===== config.mk =====
export PLATFORM = sky130hd
export DESIGN_NAME = mem_port_arbiter
export DESIGN_NICKNAME = d
export VERILOG_FILES = /design/src/rtl/mem_port_arbiter_pkg.sv /design/src/rtl/mem_port_arbiter_req_latch.sv /design/src/rtl/mem_port_arbiter.sv
export SDC_FILE = /design/constraint.sdc
export NUM_CORES = 1
export LEC_CHECK = 0
export ABC_AREA = 1
export BUFFER_PORTS_ARGS = -buffer_cell sky130_fd_sc_hd__buf_2
export CORE_AREA = 2 2 113 115
export CTS_CLUSTER_SIZE = 16
export DETAILED_ROUTE_END_ITERATION = 7
export DIE_AREA = 0 0 115 117
export HOLD_SLACK_MARGIN = 0.02
export PLACE_DENSITY = 0.73
export SLEW_MARGIN = 10
export SYNTH_ARGS = -nofsm -noshare
export SYNTH_HDL_FRONTEND = slang
export SYNTH_SLANG_ARGS = --single-unit

===== constraint.sdc =====
create_clock -name clk_i -period 1.7 [get_ports clk_i]
set_clock_uncertainty 0.1 [all_clocks]
set_input_delay 0.425 -clock clk_i [delete_from_list [all_inputs] [get_ports clk_i]]
set_output_delay 0.425 -clock clk_i [all_outputs]
set_load 0.005 [all_outputs]

===== src/rtl/mem_port_arbiter_pkg.sv =====
// mem_port_arbiter_pkg: shared state and operation types for the memory port arbiter
package mem_port_arbiter_pkg;
    typedef enum logic [1:0] {IDLE, INSTR, DATA} arb_state_t;
    typedef enum logic {OP_READ, OP_WRITE} arb_op_t;
endpackage


===== src/rtl/mem_port_arbiter_req_latch.sv =====
// mem_port_arbiter_req_latch: captures the granted request so the downstream port stays stable
module mem_port_arbiter_req_latch
    import mem_port_arbiter_pkg::*;
#(
    parameter int WIDTH = 32,
    parameter int MBE_W = WIDTH / 8
) (
    input  logic             clk_i,
    input  logic             rst_ni,
    input  logic             load_i,
    input  logic [WIDTH-1:0] addr_i,
    input  logic [WIDTH-1:0] wdata_i,
    input  logic [MBE_W-1:0] mbe_i,
    input  arb_op_t          op_i,
    output logic [WIDTH-1:0] addr_o,
    output logic [WIDTH-1:0] wdata_o,
    output logic [MBE_W-1:0] mbe_o,
    output arb_op_t          op_o
);
    logic [WIDTH-1:0] addr_q, wdata_q;
    logic [MBE_W-1:0] mbe_q;
    arb_op_t          op_q;
    always_ff @(posedge clk_i or negedge rst_ni) begin
        if (!rst_ni) begin
            addr_q  <= '0;
            wdata_q <= '0;
            mbe_q   <= '0;
            op_q    <= OP_READ;
        end else if (load_i) begin
            addr_q  <= addr_i;
            wdata_q <= wdata_i;
            mbe_q   <= mbe_i;
            op_q    <= op_i;
        end
    end
    assign addr_o  = addr_q;
    assign wdata_o = wdata_q;
    assign mbe_o   = mbe_q;
    assign op_o    = op_q;
endmodule


===== src/rtl/mem_port_arbiter.sv =====
// mem_port_arbiter: shares one memory port between fetch and data requesters, counting contention.
// Define ARB_ROUND_ROBIN_EN to resolve contention round-robin instead of data-first.
module mem_port_arbiter
    import mem_port_arbiter_pkg::*;
#(
    parameter  int WIDTH = 32,
    parameter  int CNT_W = 16,
    localparam int MBE_W = WIDTH / 8
) (
    input  logic             clk_i,
    input  logic             rst_ni,
    input  logic             instr_read_i,
    input  logic [WIDTH-1:0] instr_addr_i,
    output logic [WIDTH-1:0] instr_rdata_o,
    output logic             instr_resp_o,
    input  logic             data_read_i,
    input  logic             data_write_i,
    input  logic [MBE_W-1:0] data_mbe_i,
    input  logic [WIDTH-1:0] data_addr_i,
    input  logic [WIDTH-1:0] data_wdata_i,
    output logic [WIDTH-1:0] data_rdata_o,
    output logic             data_resp_o,
    output logic             mem_read_o,
    output logic             mem_write_o,
    output logic [MBE_W-1:0] mem_mbe_o,
    output logic [WIDTH-1:0] mem_addr_o,
    output logic [WIDTH-1:0] mem_wdata_o,
    input  logic [WIDTH-1:0] mem_rdata_i,
    input  logic             mem_resp_i,
    output logic [CNT_W-1:0] conflict_cnt_o
);
    arb_state_t       state_q, state_d;
    logic [CNT_W-1:0] cnt_q, cnt_d;
    arb_op_t          op_q;
    logic             ireq, dreq, pick_data, grant, contended;
    assign ireq      = instr_read_i;
    assign dreq      = data_read_i | data_write_i;
    assign grant     = state_q == IDLE && (ireq || dreq);
    assign contended = grant && ireq && dreq;
`ifdef ARB_ROUND_ROBIN_EN
    logic last_q;  // 1 when the data side won the most recent grant
    assign pick_data = dreq && (!ireq || !last_q);
    always_ff @(posedge clk_i or negedge rst_ni) begin
        if (!rst_ni) last_q <= 1'b0;
        else if (grant) last_q <= pick_data;
    end
`else
    assign pick_data = dreq;
`endif
    always_comb begin
        state_d = grant ? (pick_data ? DATA : INSTR) : (state_q != IDLE && mem_resp_i) ? IDLE : state_q;
        cnt_d   = (contended && cnt_q != '1) ? cnt_q + CNT_W'(1) : cnt_q;
    end
    always_ff @(posedge clk_i or negedge rst_ni) begin
        if (!rst_ni) begin
            state_q <= IDLE;
            cnt_q   <= '0;
        end else begin
            state_q <= state_d;
            cnt_q   <= cnt_d;
        end
    end
    mem_port_arbiter_req_latch #(.WIDTH(WIDTH), .MBE_W(MBE_W)) u_latch (
        .clk_i  (clk_i),
        .rst_ni (rst_ni),
        .load_i (grant),
        .addr_i (pick_data ? data_addr_i : instr_addr_i),
        .wdata_i(pick_data ? data_wdata_i : '0),
        .mbe_i  (pick_data ? data_mbe_i : '0),
        .op_i   ((pick_data && data_write_i) ? OP_WRITE : OP_READ),
        .addr_o (mem_addr_o),
        .wdata_o(mem_wdata_o),
        .mbe_o  (mem_mbe_o),
        .op_o   (op_q)
    );
    assign mem_read_o     = state_q != IDLE && op_q == OP_READ;
    assign mem_write_o    = state_q != IDLE && op_q == OP_WRITE;
    assign instr_resp_o   = state_q == INSTR && mem_resp_i;
    assign data_resp_o    = state_q == DATA && mem_resp_i;
    assign instr_rdata_o  = state_q == INSTR ? mem_rdata_i : '0;
    assign data_rdata_o   = state_q == DATA ? mem_rdata_i : '0;
    assign conflict_cnt_o = cnt_q;
    always @(posedge clk_i) if (rst_ni) assert (!(data_read_i && data_write_i));
endmodule


==> flow_summary_export.csv <==
group,metric,value,unit
grt,grt_pass1_vias,4226,
sta,rsz0062_at_grt,"yes",
yosys,synth_most_common_cell,"nand2_1",
sta,fin_ws,-237,ps
place,port_buffers,289,
die,coreArea,12300,sq um
worst_setup_path,r2r_cells,11,
detailed_routing,vias,4793,
sta,fin_setup_tns,-15310,ps
detailed_routing,wl_per_cell,15.7,microns
die,die_x,115,microns
clock_tree,cts_tree,"yes",
die,die_area,13500,sq um
die,row_count,41,
grt,grt_max_degree,88,
die,start_util,34.0,%
place,pre_cts_slack,-197,ps
worst_setup_path,reg2reg_from,"state_q[0]$_DFFE_PN0P_",
sta,whs,2.04,ps
worst_setup_path,critical_path_required,1170,ps
yosys,synth_ff_type,"dfrtp_1",
sta,setup_violations,116,
run_status,violations,"negative setup slack",
clock_tree,postCtsHoldBufs,0,
pwr,power,11.1,mW
sta,period_share,114,%
yosys,yosysSeqAreaShare,52.1,%
cells_and_area,syn2layout_area_growth,67.5,%
yosys,yosys_warnings,0,
detailed_routing,drt-total-wl,15.8,mm
yosys,netlist_area,4180,sq um
clock_tree,path_clk_slew,70,ps
worst_hold_path,hold_path_class,"primary input to asynchronous set/reset pin",
cells_and_area,layout-drive-gt1-share,47.8,%
place,place_congestion,0.950,
yosys,synth_common_cells,"nand2_1, dfrtp_1, nor2_1",
place,dpl_cell_area,5970,sq um
clock_tree,worstSkewPairLatency,340,ps
grt,grt_usage,21.0,%
place,dp.cells,965,
sta,hold_viol,0,
worst_setup_path,cp_cell_sequence,"buf_6 > inv_6 > nand2_8 > buf_16 > nor2_2 > buf_2",
detailed_routing,postRouteAntennaNets,0,
clock_tree,clock_tree.root_cell,"clkbuf_16",
detailed_routing,vias_per_cell,4.75,
cells_and_area,design_area,7000,sq um
die,boundaryPins,290,
clock_tree,htreeDepth,3,
pwr,powerDensity,1580,nW/um^2
yosys,synth_top_area_share,52.1,%
worst_setup_path,max_stage_delay,390,ps
worst_setup_path,arrival,1410,ps
worst_setup_path,worst_setup_path_end_kind,"output port",
sta,maxSlewViolCount,0,
sta,fin_crit,1940,ps
cells_and_area,final_util,56.9,%
detailed_routing,drc,0,
sta,relSlewSlack,68.1,%
yosys,syn_inst,521,
clock_tree,clockBufferDepth,2,
grt,gr-total-overflow,0,
cells_and_area,instances_no_fill,1008,
pwr,irDropWorstVdd,0.754,mV
job,cap_violations,0,
cells_and_area,fin_nets,989,
yosys,ys_top_cells_by_area,"dfrtp_1, nand2_1, a22o_1",
detailed_routing,drt_first_pass_iters,4,
worst_setup_path,r2r-end,"u_latch.addr_o[19]$_DFFE_PN0N_",
yosys,yosys.area.top_type,"dfrtp_1",
grt,grt_pass1_wl,21.6,mm
yosys,ys_types,24,
run_status,status,"finished with violations",
yosys,syn_nets,660,
worst_setup_path,worstSetupPathType,"flip-flop to output port",
die,die_y,117,microns
sta,tightest_slew,478,ps
worst_setup_path,r2r_slack,-140,ps
yosys,postSynthAreaPerCell,8.03,sq um
place,dp_hpwl,10.5,mm
clock_tree,cts_buffers,9,
grt,antenna_found_initial,4,
pwr,p_leak,4.01,nW
worst_setup_path,critPathMaxFanout,8,
yosys,ys_async_sr_fraction,100,%
clock_tree,cts.sinks,87,
worst_setup_path,critical_path.slowest_cell,"dfrtp_1",
sta,fmaxAchievable,516,MHz
worst_setup_path,critPathLaunchType,"flip-flop",
yosys,synth_edf_count,0,
yosys,ys_seq_elements,87,
detailed_routing,drt_iter0_drc,272,
[cells in the final DEF, fill, tap and decap left out, types with 5 or more instances in the layout]
cell type	instances
dfrtp_1	86
buf_6	5
buf_4	24
nand3_1	38
clkbuf_16	16
buf_12	10
inv_1	54
buf_16	5
nand4_1	7
buf_2	288
a22o_1	36
nor2_1	53
nor2_4	20
nor2_2	16
nand2_1	159
[flip-flops by register name (all words and copies together), names as in the netlist]
| name | cells |
|---|---|
| state_q | 2 |
| u_latch.addr_o | 32 |
| u_latch.wdata_o | 32 |
| conflict_cnt_o | 16 |
| u_latch.mbe_o | 4 |
| u_latch.op_o | 1 |
[worst max path at each step]
stage	start	endpoint	slack, ps	cells after the start
2_1_floorplan	conflict_cnt_o[0]$_DFFE_PN0P_	conflict_cnt_o[13]$_DFFE_PN0P_	160	6
3_3_place_gp	data_write_i	u_latch.addr_o[6]$_DFFE_PN0N_	-160	7
3_5_place_dp	data_write_i	u_latch.addr_o[1]$_DFFE_PN0N_	-200	7
4_1_cts	state_q[0]$_DFFE_PN0P_	data_rdata_o[24]	-230	6
5_1_grt	state_q[0]$_DFFE_PN0P_	data_rdata_o[9]	-300	6
6_report	state_q[0]$_DFFE_PN0P_	data_rdata_o[9]	-240	6
[metal layers]
metal  part of all wire [%]  up-vias  global-route usage (%)
met2                     51      210                    37.9
met3                    6.2       25                    4.27
met4                    2.2        0                    6.91
li1                       -     2313                       -
met1                     41     2245                    25.3
met5                      0        -                       0
[cells by family (layout without fill, tap and decap cells)]
family / Yosys count / count (layout) / synth area share, %
AOI/OAI and AO/OA: 43 / 43 / 8.59
and+or+nand+nor: 303 / 304 / 29.7
other: 0 / 3 / 0
adders and majority gates: 1 / 1 / 0.299
buffers and inverters: 81 / 414 / 8.14
xor gates and xnor gates: 6 / 6 / 1.26
DFF: 87 / 87 / 52.1
[critical path, delay by kind of cell (launching register included)]
kind                   cells  cell delay (ps)
buffers and inverters      4              490
flip-flops                 1              390
AND/OR/NAND/NOR            2              180
[cell type report]
| cell class | count | area [sq um] |
|---|---|---|
| repair buffers | 340 | 2210 |
| fillers | 1143 | 5310 |
| diodes | 3 | 7.51 |
| clock buffers | 9 | 225 |
| well taps | 150 | 188 |
| flip-flops and latches | 87 | 2180 |
| clock inverters | 7 | 71.3 |
| multi-input cells | 354 | 1910 |
| inverters | 58 | 223 |
[power by group]
group          internal, mW  leakage (nW)  switching, mW  total, mW
clock network          1.04         0.148          0.942       1.99
logic                  2.95          2.77           2.69       5.65
registers              2.93          1.09          0.531       3.46
total                  6.93          4.01           4.16       11.1
[what timing repair did]
item / 4_1_cts / 5_1_grt
pin swaps: 6 / 7
cloned: 5 / 8
buffers inserted: 10 / 1
resized for setup: 25 / 58
endpoints found under the setup margin: 113 / 152
Power figures use the tool's default switching activity.
